[config.mk]
export PLATFORM = sky130hd
export DESIGN_NAME = game_tick_gen_flat
export DESIGN_NICKNAME = d
export VERILOG_FILES = /design/src/rtl/game_tick_gen_if.sv /design/src/rtl/game_tick_gen.sv /design/src/flat_wrapper.sv
export SDC_FILE = /design/constraint.sdc
export NUM_CORES = 1
export LEC_CHECK = 0
export ABC_CLOCK_PERIOD_IN_PS = 2850
export CAP_MARGIN = 20
export CORE_MARGIN = 10
export CORE_UTILIZATION = 44
export DETAILED_ROUTE_END_ITERATION = 16
export PLACE_DENSITY = 0.76
export SETUP_SLACK_MARGIN = 0.1
export SYNTH_ARGS = -nofsm -noshare
export SYNTH_HDL_FRONTEND = slang
export SYNTH_SLANG_ARGS = --single-unit
export TNS_END_PERCENT = 10
[constraint.sdc]
create_clock -name clk -period 2.85 [get_ports clk]
set_clock_uncertainty 0.05 [all_clocks]
set_input_delay 0.7125 -clock clk [delete_from_list [all_inputs] [get_ports clk]]
set_output_delay 0.7125 -clock clk [all_outputs]
set_load 0.01 [all_outputs]
[src/rtl/game_tick_gen_if.sv]
// Game-timing bundle between the divider/collision logic and game_tick_gen.
// The slave side is the tick generator; the master side drives divider and controls.
interface game_tick_gen_if;
    logic [31:0] clkdiv;
    logic        start;
    logic        hit;
    logic [1:0]  state;
    logic        frame_tick;
    logic        scroll_tick;
    logic [2:0]  speed_level;
    logic [15:0] frame_count;
    logic        anim_phase;

    modport master (
        output clkdiv, start, hit,
        input  state, frame_tick, scroll_tick,
        input  speed_level, frame_count, anim_phase
    );

    modport slave (
        input  clkdiv, start, hit,
        output state, frame_tick, scroll_tick,
        output speed_level, frame_count, anim_phase
    );
endinterface

[src/rtl/game_tick_gen.sv]
// Turns one divider bit into frame/scroll clock enables and tracks
// the run/over state, frame score and speed level.
module game_tick_gen #(
    parameter int FRAME_TAP    = 20,
    parameter int LEVEL_FRAMES = 512,
    parameter int ANIM_BIT     = 3
) (
    input  logic           clk,
    input  logic           rst,
    game_tick_gen_if.slave bus
);
    localparam int LW = (LEVEL_FRAMES > 2) ? $clog2(LEVEL_FRAMES) : 1;
    localparam logic [LW-1:0] LVL_MAX = LW'(LEVEL_FRAMES - 1);

    typedef enum logic [1:0] {
        IDLE = 2'd0,
        RUN  = 2'd1,
        OVER = 2'd2,
        BAD  = 2'd3
    } state_t;

    state_t          state_q, state_d;
    logic            tap_q;
    logic            tap_edge;
    logic            enter_run;
    logic            scroll_hit;
    logic            frame_tick_q;
    logic            scroll_tick_q;
    logic [2:0]      level_q;
    logic [2:0]      scnt_q;
    logic [15:0]     fcnt_q;
    logic [LW-1:0]   lvl_cnt_q;
    logic            unused_div;

    always_comb begin
        state_d = state_q;
        unique case (state_q)
            IDLE:    if (bus.start) state_d = RUN;
            RUN:     if (bus.hit)   state_d = OVER;
            OVER:    if (bus.start) state_d = RUN;
            default: state_d = IDLE;
        endcase
    end

    assign tap_edge   = bus.clkdiv[FRAME_TAP] & ~tap_q & (state_q == RUN);
    assign enter_run  = (state_q != RUN) & (state_d == RUN);
    assign scroll_hit = (scnt_q == (3'd7 - level_q));

    always_ff @(posedge clk or posedge rst) begin
        if (rst) begin
            state_q       <= IDLE;
            tap_q         <= 1'b0;
            frame_tick_q  <= 1'b0;
            scroll_tick_q <= 1'b0;
            level_q       <= 3'd0;
            scnt_q        <= 3'd0;
            fcnt_q        <= 16'd0;
            lvl_cnt_q     <= '0;
        end else begin
            state_q       <= state_d;
            tap_q         <= bus.clkdiv[FRAME_TAP];
            frame_tick_q  <= tap_edge;
            scroll_tick_q <= tap_edge & scroll_hit;
            // Edge needs RUN and entry needs non-RUN, so they never coincide
            if (enter_run) begin
                level_q   <= 3'd0;
                scnt_q    <= 3'd0;
                fcnt_q    <= 16'd0;
                lvl_cnt_q <= '0;
            end else if (tap_edge) begin
                scnt_q <= scroll_hit ? 3'd0 : scnt_q + 3'd1;
                if (fcnt_q != 16'hFFFF)
                    fcnt_q <= fcnt_q + 16'd1;
                if (lvl_cnt_q == LVL_MAX) begin
                    lvl_cnt_q <= '0;
                    if (level_q != 3'd7)
                        level_q <= level_q + 3'd1;
                end else begin
                    lvl_cnt_q <= lvl_cnt_q + LW'(1);
                end
            end
        end
    end

    assign bus.state       = state_q;
    assign bus.frame_tick  = frame_tick_q;
    assign bus.scroll_tick = scroll_tick_q;
    assign bus.speed_level = level_q;
    assign bus.frame_count = fcnt_q;
    assign bus.anim_phase  = fcnt_q[ANIM_BIT];

    assign unused_div = &{1'b0, bus.clkdiv};
endmodule

[src/flat_wrapper.sv]
// flat-port wrapper written by rule: the top's interface ports become plain ports
module game_tick_gen_flat 
#(
    parameter int FRAME_TAP    = 20,
    parameter int LEVEL_FRAMES = 512,
    parameter int ANIM_BIT     = 3
)
  (clk, rst, bus_clkdiv, bus_start, bus_hit, bus_state, bus_frame_tick, bus_scroll_tick, bus_speed_level, bus_frame_count, bus_anim_phase);
  game_tick_gen_if bus_i ();
  input  logic clk;
  input  logic rst;
  input wire logic [$bits(bus_i.clkdiv)-1:0] bus_clkdiv;
  input wire logic [$bits(bus_i.start)-1:0] bus_start;
  input wire logic [$bits(bus_i.hit)-1:0] bus_hit;
  output wire logic [$bits(bus_i.state)-1:0] bus_state;
  output wire logic [$bits(bus_i.frame_tick)-1:0] bus_frame_tick;
  output wire logic [$bits(bus_i.scroll_tick)-1:0] bus_scroll_tick;
  output wire logic [$bits(bus_i.speed_level)-1:0] bus_speed_level;
  output wire logic [$bits(bus_i.frame_count)-1:0] bus_frame_count;
  output wire logic [$bits(bus_i.anim_phase)-1:0] bus_anim_phase;
  assign bus_i.clkdiv = bus_clkdiv;
  assign bus_i.start = bus_start;
  assign bus_i.hit = bus_hit;
  assign bus_state = bus_i.state;
  assign bus_frame_tick = bus_i.frame_tick;
  assign bus_scroll_tick = bus_i.scroll_tick;
  assign bus_speed_level = bus_i.speed_level;
  assign bus_frame_count = bus_i.frame_count;
  assign bus_anim_phase = bus_i.anim_phase;
  game_tick_gen #(.FRAME_TAP(FRAME_TAP), .LEVEL_FRAMES(LEVEL_FRAMES), .ANIM_BIT(ANIM_BIT)) u_core (.clk(clk), .rst(rst), .bus(bus_i));
endmodule
-- Word level (Yosys, flattened, before mapping)
Index checks and enable logic that the tools add are counted.
- register bits after elaboration: 36
- bits in latches: 0
- logic and storage cells: 50
- output and inout bits: 24
- bits in writable memories: 0
- memories: 0
- bits of input ports: 36
- ROM bits: 0
- order comparisons: 0
- shift-type cells: 0
- multiplexer cells: 16
- divide/modulo/power cells: 0
- reductions and logical operators: 8
- eq/ne operators: 8
- multipliers: 0
- bitwise logic cells: 5
- $add $sub $neg: 5
- operators by type and width (kind ; count):
    $mux W16 ; 3
    $mux W9 ; 3
    $mux W3 ; 7
    $add A16 B1 Y16 const B ; 1
    $ne A16 B16 Y1 const B ; 1
    $add A9 B1 Y9 const B ; 1
    $eq A9 B9 Y1 const B ; 1
    $reduce_bool A2 Y1 ; 4
    $add A3 B1 Y3 const B ; 2
    $and A1 B1 Y1 ; 4
    $eq A2 B1 Y1 const B ; 2
    $mux W2 ; 2
    $pmux W2 S2 ; 1
    $eq A3 B3 Y1 ; 1
    $ne A3 B3 Y1 const B ; 1
    $reduce_and A3 Y1 ; 1
    $sub A3 B3 Y3 const A ; 1
    $eq A2 B2 Y1 const B ; 1
    $logic_not A2 Y1 ; 1
    $ne A2 B1 Y1 const B ; 1
    $reduce_and A2 Y1 ; 1
    $reduce_or A2 Y1 ; 1
    $not A1 Y1 ; 1

-- Longest topological paths before layout
- depth after elaboration: 7
- depth in mapped cells: 9
- depth with buffers taken out: 9

-- Least setup slack after synthesis
No wires, ideal clock.
- path kind: input-to-reg
- start point: in bus_clkdiv[20]
- end point: reg u_core.fcnt_q[8] (netlist: u_core.bus.frame_count[8])
- required time: 2680 ps
- arrival time: 1827 ps
- stages on the path: 6
- path slack: 853 ps
- setup time: 120 ps
- buffers on the path: 1
- cell sequence: nand4bb_1 buf_2 or3_4 a31oi_4 a31oi_1 a41o_1
- cells in the longest elaborated chain, start to end: 4
- ends and longest elaborated chain (element ; RTL line ; text):
    start: declaration ; flat_wrapper.sv:12 ; input wire logic [$bits(bus_i.clkdiv)-1:0] bus_clkdiv;
    $and A1 B1 Y1 (2 in series) ; game_tick_gen.sv:45 ; assign tap_edge = bus.clkdiv[FRAME_TAP] & ~tap_q & (state_q == RUN);
    $reduce_bool A2 Y1 (no source line) ; -- ;
    $reduce_and A2 Y1 (no source line) ; -- ;
    end signal: assignment ; game_tick_gen.sv:73 ; fcnt_q <= fcnt_q + 16'd1;
    end: declaration ; game_tick_gen.sv:31 ; logic [15:0] fcnt_q;
Every way passes these cells.
A chain may end at the register's enable or synchronous reset.

-- Final worst setup path
- start point: in bus_clkdiv[20]
- end point: reg u_core.lvl_cnt_q[5]
- cells in the longest elaborated chain, start to end: 3
- ends and longest elaborated chain (element ; RTL line ; text):
    $and A1 B1 Y1 (2 in series) ; game_tick_gen.sv:45 ;
    $reduce_bool A2 Y1 (no source line) ; -- ;
    end signal: assignment ; game_tick_gen.sv:79 ; lvl_cnt_q <= lvl_cnt_q + LW'(1);
    end: declaration ; game_tick_gen.sv:32 ; logic [LW-1:0] lvl_cnt_q;
Every way passes these cells.

==> impl_metrics.env <==
export IMPL_status="complete, no violations"
export IMPL_path_max_fanout=6
export IMPL_cts_clk_slew_worst_paths_ns=0.07
export IMPL_vias=1539
export IMPL_grt_max_degree=37
export IMPL_dpl_instance_area_sq_um=2258
export IMPL_syn_nets=238
export IMPL_worst_setup_path_end_kind="flip-flop"
export IMPL_cts_buffer_depth=2
export IMPL_post_route_drc_count=0
export IMPL_cts_buffers=5
export IMPL_crit_path_start_kind="primary input"
export IMPL_worstPathArrival_ns=2.54
export IMPL_fmax_mhz=420.1
export IMPL_post_cts_setup_buffer_count=0
export IMPL_gp_congestion=0.8150
export IMPL_synth_top_family_by_area="simple AND/OR/NAND/NOR gates"
export IMPL_swShare_pct=27.52
export IMPL_final_cell_mix="dfrtp_1, clkdlybuf4s50_1, nor2_1"
export IMPL_rsz0062_at_grt="false"
export IMPL_synth_flop_cell="dfrtp_1"
export IMPL_yosysSeqAreaShare_pct=47.56
export IMPL_drt_wl_total_mm=4.019
export IMPL_fin_setup_tns_ns=0
export IMPL_design_area_sq_um=2351
export IMPL_drv_cap=0
export IMPL_whs_ns=0.4846
export IMPL_p_per_area_nw_per_um2=484.1
export IMPL_ys_warnings_count=0
export IMPL_ant_nets=0
export IMPL_htree_levels=2
export IMPL_tightest_slew_ns=0.4465
export IMPL_wl_per_cell_microns=14.25
export IMPL_power_leakage_nw=1.047
export IMPL_nets=273
export IMPL_die_area_sq_um=7330
export IMPL_dp_hpwl_mm=2.937
export IMPL_synthCells=196
export IMPL_clockRootBuffer="clkbuf_8"
export IMPL_critical_path_class="primary input to flip-flop"
export IMPL_cts_sinks=36
export IMPL_yosysTopAreaCellShare_pct=47.56
export IMPL_finalHoldViolCount=0
export IMPL_first_pass_iters=4
export IMPL_diodes=0
export IMPL_ir_drop_mv=0.2973
export IMPL_post_route_util_pct=57.53
export IMPL_io_buffers=28
export IMPL_synth_area_sq_um=1894
export IMPL_io_pins=60
export IMPL_initial_utilization_pct=46.36
export IMPL_drt_iter0_drc=55
export IMPL_synth_edf_count=0
export IMPL_drive_above_1_share_pct=9.914
export IMPL_fin_crit_ns=2.380
export IMPL_relSlewSlack_pct=70.24
export IMPL_post_route_period_util_pct=83.52
export IMPL_synthAdderAreaFrac_pct=3.963
export IMPL_area_growth_pct=24.11
export IMPL_synth_compound_gate_area_share_pct=15.52
export IMPL_ys_seq_elements=36
export IMPL_grt_first_pass_wirelength_mm=7.320
export IMPL_drv_slew=0
export IMPL_die_x_microns=85.62
export IMPL_netSwitchingPower_uw=313.2
export IMPL_yosys_area_share_xor_xnor_pct=5.548
export IMPL_core_sq_um=4086
export IMPL_worst_hold_path_type="flip-flop to flip-flop"
export IMPL_intPower_uw=824.8
export IMPL_p_seq_share_pct=50.7
export IMPL_combPwrFrac_pct=16.3
export IMPL_clkLatencyLatePin_ns=0.29
export IMPL_grt_usage_pct=11.92
export IMPL_yosysUniqueCellTypes=47
export IMPL_synthMuxAreaShare_pct=1.651
export IMPL_grt_pass1_vias=1626
export IMPL_grt_overflow=0
export IMPL_avgSynthCellArea_sq_um=9.665
export IMPL_ys_async_sr_fraction_pct=100.0
export IMPL_antenna_found_initial=0
export IMPL_crit_required_ns=3.01
export IMPL_die_h_microns=85.62
export IMPL_pwr_share_clk_pct=33.0
export IMPL_postCtsHoldBufs=0
export IMPL_cts_tree="yes"
export IMPL_synthSimpleGateAreaFrac_pct=22.52
export IMPL_yosysTopAreaCell="dfrtp_1"
export IMPL_cts_resized=0
export IMPL_final_common_cell="dfrtp_1"
export IMPL_setup_viol=0
export IMPL_via_per_inst=5.457
export IMPL_synth_area_top_cells="dfrtp_1, nor2_1, ha_1, xor2_1, nand3_1"
export IMPL_core_rowCount=23
## worst paths after layout
kind / from / slack [ns] / to / depth (start not counted)
worst max-delay path: bus_clkdiv[20] / 0.47 / u_core.lvl_cnt_q[5]$_DFFE_PP0P_ / 7
worst min-delay path: u_core.bus.state[0]$_DFF_PP0_ / 0.48 / u_core.bus.state[1]$_DFF_PP0_ / 1
worst max register to register: u_core.bus.frame_count[0]$_DFFE_PP0P_ / 0.82 / u_core.bus.frame_count[15]$_DFFE_PP0P_ / 6
worst min register to register: u_core.bus.state[0]$_DFF_PP0_ / 0.48 / u_core.bus.state[1]$_DFF_PP0_ / 1
max in group asynchronous: rst / 1.66 / u_core.bus.frame_count[9]$_DFFE_PP0P_ / 3
min in group asynchronous: rst / 0.78 / u_core.bus.frame_count[7]$_DFFE_PP0P_ / 3
## cell type report
cell class / instances / area [sq um]
Fill cell: 374 / 1735
Multi-Input combinational cell: 146 / 932.1
Sequential cell: 36 / 900.9
Timing Repair Buffer: 36 / 340.3
Clock buffer: 6 / 82.58
Tap cell: 50 / 62.56
Inverter: 6 / 22.52
Clock inverter: 2 / 10.01
## registers in the layout, summed over array words and instances, names as in the netlist
register,cells
u_core.lvl_cnt_q,9
u_core.scnt_q,3
u_core.bus.frame_tick,1
u_core.bus.scroll_tick,1
u_core.tap_q,1
u_core.bus.speed_level,3
u_core.bus.state,2
u_core.bus.frame_count,16
## worst max-delay path: stages
cell and delay, ns:
clkdlybuf4s50_1 0.47, nand4bb_1 0.23, buf_4 0.23, nand2_2 0.14
nand4_1 0.21, or3_1 0.39, a21oi_1 0.16
## through the flow
step	setup slack [ns]	power (mW)	std cells
after floorplan	0.8531	0.6891	196
after global placement	0.1855	0.7691	274
after detailed placement	0.1347	0.7760	274
after CTS	0.4465	1.160	282
after global routing	0.2559	1.214	282
final	0.4697	1.138	282
## cells in the mapped netlist (5+ instances only)
cell / number
xor2_1: 8
a31oi_1: 6
dfrtp_1: 36
nor2_1: 23
inv_1: 5
nand2_1: 17
a21oi_1: 10
and3_1: 6
nand3_1: 13
ha_1: 6
o21ai_0: 9
## power by group through the flow
| stage | sequential, mW | clock [mW] | combinational (mW) |
|---|---|---|---|
| floorplan | 0.590 | 0 | 0.0995 |
| global placement | 0.586 | 0 | 0.184 |
| detailed placement | 0.587 | 0 | 0.189 |
| CTS | 0.577 | 0.393 | 0.190 |
| global route | 0.582 | 0.420 | 0.212 |
| finish | 0.577 | 0.375 | 0.186 |
## cell families (layout without fill, tap and decap cells)
logic type	Yosys count	in the layout
buffers and inverters	14	50
adders and majority gates	6	6
xor gates and xnor gates	12	12
and+or+nand+nor	84	84
AOI/OAI and AO/OA	41	41
DFF	36	36
muxes	3	3
## routing by layer
layer,vias up,track usage [%],part of all wire (%)
met3,8,5.487,6.9
met5,-,0,0
met1,731,12.67,43
li1,768,-,-
met4,0,5.240,1.8
met2,32,19.82,48
Note: power is estimated with default switching activity, not from simulation.
==> edit 1 (same flow settings) <==
`LEVEL_FRAMES` is set to 512 in 2 places; all go to 256.
--- a/src/rtl/game_tick_gen.sv
+++ b/src/rtl/game_tick_gen.sv
@@ -3,5 +3,5 @@
 module game_tick_gen #(
     parameter int FRAME_TAP    = 20,
-    parameter int LEVEL_FRAMES = 512,
+    parameter int LEVEL_FRAMES = 256,
     parameter int ANIM_BIT     = 3
 ) (
--- a/src/flat_wrapper.sv
+++ b/src/flat_wrapper.sv
@@ -3,5 +3,5 @@
 #(
     parameter int FRAME_TAP    = 20,
-    parameter int LEVEL_FRAMES = 512,
+    parameter int LEVEL_FRAMES = 256,
     parameter int ANIM_BIT     = 3
 )
Behaviour: no difference found for any inputs over 10 cycles, from zero or initial values and one cycle with rst high; that may be too few to reach the edited logic, so the function may still have changed.
==> edit 1 against the original RTL <==
- power is 2.3% higher
- via count about the same
- setup slack improved by 62 ps
- worst hold slack improved by 16 ps
- area after synthesis is 2.4% lower
- cell count is 3.2% lower
- sequential power fell by 3.8%
- first-iteration DRC count rose by 82%
- design area shrank 1.9%
- global-route usage increased by 0.84 points
- sequential cell count down 1
- critical path depth is the same
- wire length rose by 2.6%
==> edit 1: results (changes against the original RTL) <==
Status
  – Outcome: finished, final reports clean

GRT
  – Total GRT Usage: 0.1275 (+0.008352)
  – Pin count of the biggest net entering global routing: 36 (-2.7%)
  – Routing usage on met2: 0.1977 (-0.0005624)
  – GR Util met1: 0.1528 (+0.02606)
  – Met3 Use GR: 0.05067 (-0.004203)
  – First-pass GRT wire length: 7645 um (+4.4%)

Worst setup path
  – CP top delay family: buffers and inverters
  – Setup crit start: bus_start
  – CP Capture Point: u_core.bus.frame_count[11]$_DFFE_PP0P_
  – Crit path DAT: 2450 ps (-90 ps)
  – Reg2reg end: u_core.bus.frame_count[3]$_DFFE_PP0P_
  – Worst-path maximum fanout: 5 (-1)
  – R2R setup slack: 700 ps (-120 ps)

Synth
  – Xor and xnor area share after synthesis: 0.07578 (+0.02030)
  – Netlist cell types: 42 (-11%)
  – Mux cell area share after synthesis: 0.01624 (-0.0002744)
  – Syn Nets: 231 (-2.9%)
  – Synth Area in Compound Gates: 0.1407 (-0.01449)
  – Adder-cell share of the synthesized area: 0.03383 (-0.005801)

Cells and area
  – Fin nets: 263 (-3.7%)

Placed design
  – Detail Placement HPWL: 2944 um (+0.22%)
  – Final GP Congestion: 0.7862 (-3.5%)

Timing
  – Worst slew pin tran: 490.5 ps (+43.98 ps)

Route
  – Initial DRC count: 100 (+82%)

Power
  – Worst IR Drop VDD: 0.2417 mV (-19%)
  – LEAKAGE: 0.001003 uW (-4.2%)
==> edit 1: cells by family after synthesis <==
logic type / after synthesis
and+or+nand+nor: 81
adders and majority gates: 5
xor gates and xnor gates: 16
muxes: 3
buffers and inverters: 13
DFF: 35
AOI/OAI and AO/OA: 37
==> edit 1: metal layers <==
| metal | vias up | routed length, um |
|---|---|---|
| met2 | 38 | 1938 |
| met5 | - | 0 |
| li1 | 741 | - |
| met1 | 754 | 1838 |
| met4 | 0 | 71 |
| met3 | 7 | 274 |
==> edit 1: area by class of cell <==
cell class | instances | area [um^2] | share of cell area
Clock inverter | 3 | 43.79 | 0.01899
Tap cell | 50 | 62.56 | 0.02713
Multi-Input combinational cell | 142 | 913.4 | 0.3961
Sequential cell | 35 | 875.8 | 0.3798
Clock buffer | 5 | 68.82 | 0.02984
Inverter | 4 | 16.27 | 0.007054
Timing Repair Buffer | 34 | 325.3 | 0.1411
==> edit 1: worst min-delay path by stage <==
stage | startpoint | to | slack (ps) | cells past startpoint
final | u_core.bus.state[0]$_DFF_PP0_ | u_core.bus.state[1]$_DFF_PP0_ | 500 | 1
after global routing | u_core.bus.state[0]$_DFF_PP0_ | u_core.bus.state[1]$_DFF_PP0_ | 540 | 1
after CTS | u_core.bus.state[0]$_DFF_PP0_ | u_core.bus.state[1]$_DFF_PP0_ | 510 | 1
after detailed placement | u_core.bus.state[0]$_DFF_PP0_ | u_core.bus.state[1]$_DFF_PP0_ | 500 | 1
after global placement | u_core.lvl_cnt_q[5]$_DFFE_PP0P_ | u_core.lvl_cnt_q[5]$_DFFE_PP0P_ | 480 | 2
after floorplan | u_core.lvl_cnt_q[5]$_DFFE_PP0P_ | u_core.lvl_cnt_q[5]$_DFFE_PP0P_ | 460 | 2
==> edit 1: power by group through the flow <==
| stage | sequential (uW) | combinational, uW | clock, uW |
|---|---|---|---|
| 5_1_grt | 561 | 180 | 488 |
| 3_3_place_gp | 563 | 154 | 0 |
| 4_1_cts | 554 | 160 | 461 |
| 6_report | 555 | 158 | 452 |
| 2_1_floorplan | 563 | 90.3 | 0 |
| 3_5_place_dp | 564 | 161 | 0 |
==> edit 1: stage by stage <==
step           worst slack [ps]  cells  hold slack, ps  utilization  total power, uW
6_report                  532.2    273           500.9       0.5724             1164
3_5_place_dp              232.7    265           497.8       0.5444            724.6
2_1_floorplan             713.1    190           455.4            -            653.5
5_1_grt                   420.9    273           539.5       0.5724             1229
3_3_place_gp              245.6    265           484.7       0.5444            717.1
4_1_cts                   531.8    273           507.2       0.5724             1176
==> edit 2 (same flow settings) <==
Made on the original files. Reset style: synchronous (`rst`), changed in one clocked block.
--- a/src/rtl/game_tick_gen.sv
+++ b/src/rtl/game_tick_gen.sv
@@ -47,5 +47,5 @@
     assign scroll_hit = (scnt_q == (3'd7 - level_q));
 
-    always_ff @(posedge clk or posedge rst) begin
+    always_ff @(posedge clk) begin
         if (rst) begin
             state_q       <= IDLE;
Check against the original RTL: differs if rst is asserted again (counterexample within 4 cycles, from zero or initial values and one cycle with rst high); with rst held inactive, the same outputs for 10 cycles.
==> edit 2 against the original RTL <==
- critical endpoint is now u_core.bus.frame_count[9]$_SDFFE_PP0P_
- sequential cell count unchanged
- utilization up 0.99 points
- area after synthesis down 8.2%
- wire length down 4.0%
- design area down 6.8%
- largest cell class unchanged
- setup slack better by 110 ps
- synthesized cell count up 1.0%
- critical path depth down 2
Power is not compared: it rests on default switching activity, and its combinational part moved more than twofold at a synthesized area within 25%.
==> edit 2: results (changes against the original RTL) <==
GRT
  – Pin count of the biggest net entering global routing: 19 (-49%)
  – Vias in the first global route: 1398 (-14%)
  – Total GRT Usage: 0.1106 (-0.008535)
  – First-pass GRT wire length: 6444 um (-12%)

Clocking
  – Root Driver: clkbuf_8
  – Maximum root-to-sink buffer count: 2 (unchanged)
  – Clk_lat worst skew: 300 ps
  – Clock-pin slew on the worst setup and hold paths: 80 ps
  – TritonCTS Buffers: 5 (unchanged)
  – H-tree depth: 2 (unchanged)
  – Post-CTS resize count: 0 (unchanged)

Synth
  – Syn Nets: 240 (+0.84%)
  – Post-synth ARST share: 0 (-1.000)
  – Netlist cell types: 38 (-19%)
  – Register area share after synthesis: 0.4144 (-0.06117)
  – Top cells by area, synth: dfxtp_1 (41%), nand2_1 (5.4%), nor2_1 (4.5%)
  – Commonest cells in the netlist: dfxtp_1 (36), nand2_1 (25), nor2_1 (21), a21oi_1 (13), nor3_1 (8)

Route
  – Initial DRC count: 115 (+110%)
  – DRT Pass-1 Iters: 6 (+2)
  – Post-Route WL: 3857 um (-4.0%)
  – Average via count per standard cell: 5.584 (+2.3%)

Placed design
  – Detail Placement HPWL: 2734 um (-6.9%)
  – Pre-CTS setup slack: 277.7 ps (+143.0 ps)
  – Final GP Congestion: 0.8147 (about the same)

Timing
  – Relative slew slack: 0.4773 (-0.2251)

Worst hold path
  – Tightest Hold Check Type: reg -> reg

Cells and area
  – # fillers: 355 (-5.1%)
  – Largest register FFs: 16 (unchanged)
  – Fin nets: 272 (-0.37%)
  – Layout cells sized above 1: 0.08658 (-0.01256)

Power
  – Worst IR Drop VDD: 0.3343 mV

Worst setup path
  – Crit path DAT: 2440 ps (-100 ps)
  – Worst-path maximum fanout: 7 (+1)

Status
  – Outcome: finished, final reports clean
[edit 2: critical path, cell delays in order]
cell and delay (ps):
clkdlybuf4s50_1 540, nand4bb_4 190, or3_4 450, or4_1 400, a21oi_1 150
[edit 2: cell families (layout without fill, tap and decap cells)]
kind of cell | after synthesis | count (layout) | share of synthesized area
AOI/OAI and AO/OA | 28 | 28 | 0.1000
buffers and inverters | 9 | 42 | 0.02518
and+or+nand+nor | 100 | 100 | 0.3173
muxes | 6 | 6 | 0.03453
DFF | 36 | 36 | 0.4144
adders and majority gates | 6 | 6 | 0.04316
xor gates and xnor gates | 13 | 13 | 0.06547
[edit 2: cell type report]
| class | count | area [um^2] | share of cell area |
|---|---|---|---|
| multi-input combinational | 153 | 980.9 | 0.4477 |
| sequential | 36 | 720.7 | 0.3290 |
| timing repair buffer | 32 | 310.3 | 0.1416 |
| clock buffer | 5 | 68.82 | 0.03141 |
| tap | 48 | 60.06 | 0.02741 |
| clock inverter | 3 | 42.54 | 0.01942 |
| inverter | 2 | 7.507 | 0.003427 |
[edit 2: through the flow]
step | util | std cells | total power, uW | instance area, um^2
3_3_place_gp | 0.5555 | 271 | 575.1 | 2079
3_5_place_dp | 0.5555 | 271 | 575.5 | 2079
2_1_floorplan | - | 198 | 552.5 | 1739
5_1_grt | 0.5852 | 279 | 1050 | 2191
4_1_cts | 0.5852 | 279 | 1030 | 2191
6_report | 0.5852 | 279 | 1016 | 2191
[edit 2: final timing paths]
kind | start | to | slack, ps | depth (start not counted)
hold / removal | u_core.lvl_cnt_q[8]$_SDFFE_PP0P_ | u_core.lvl_cnt_q[8]$_SDFFE_PP0P_ | 430 | 2
hold reg to reg | u_core.lvl_cnt_q[8]$_SDFFE_PP0P_ | u_core.lvl_cnt_q[8]$_SDFFE_PP0P_ | 430 | 2
setup / recovery | bus_clkdiv[20] | u_core.bus.frame_count[9]$_SDFFE_PP0P_ | 580 | 5
setup reg to reg | u_core.bus.frame_count[0]$_SDFFE_PP0P_ | u_core.bus.frame_count[11]$_SDFFE_PP0P_ | 730 | 5
[edit 2: metal layers]
layer  vias up  global-route usage  share of wire
met1       733              0.1293           0.46
li1        777                   -              -
met4         0             0.06462          0.028
met5         -                   0              0
met2        38              0.1613           0.44
met3        10             0.05078          0.072
[edit 2: report_power, final]
group          switching [uW]  leakage, uW  internal, uW
Combinational            28.5     0.000433          23.1
Sequential               5.25     0.000291           507
Clock                     193    0.0000541           259
Total                     227     0.000778           788
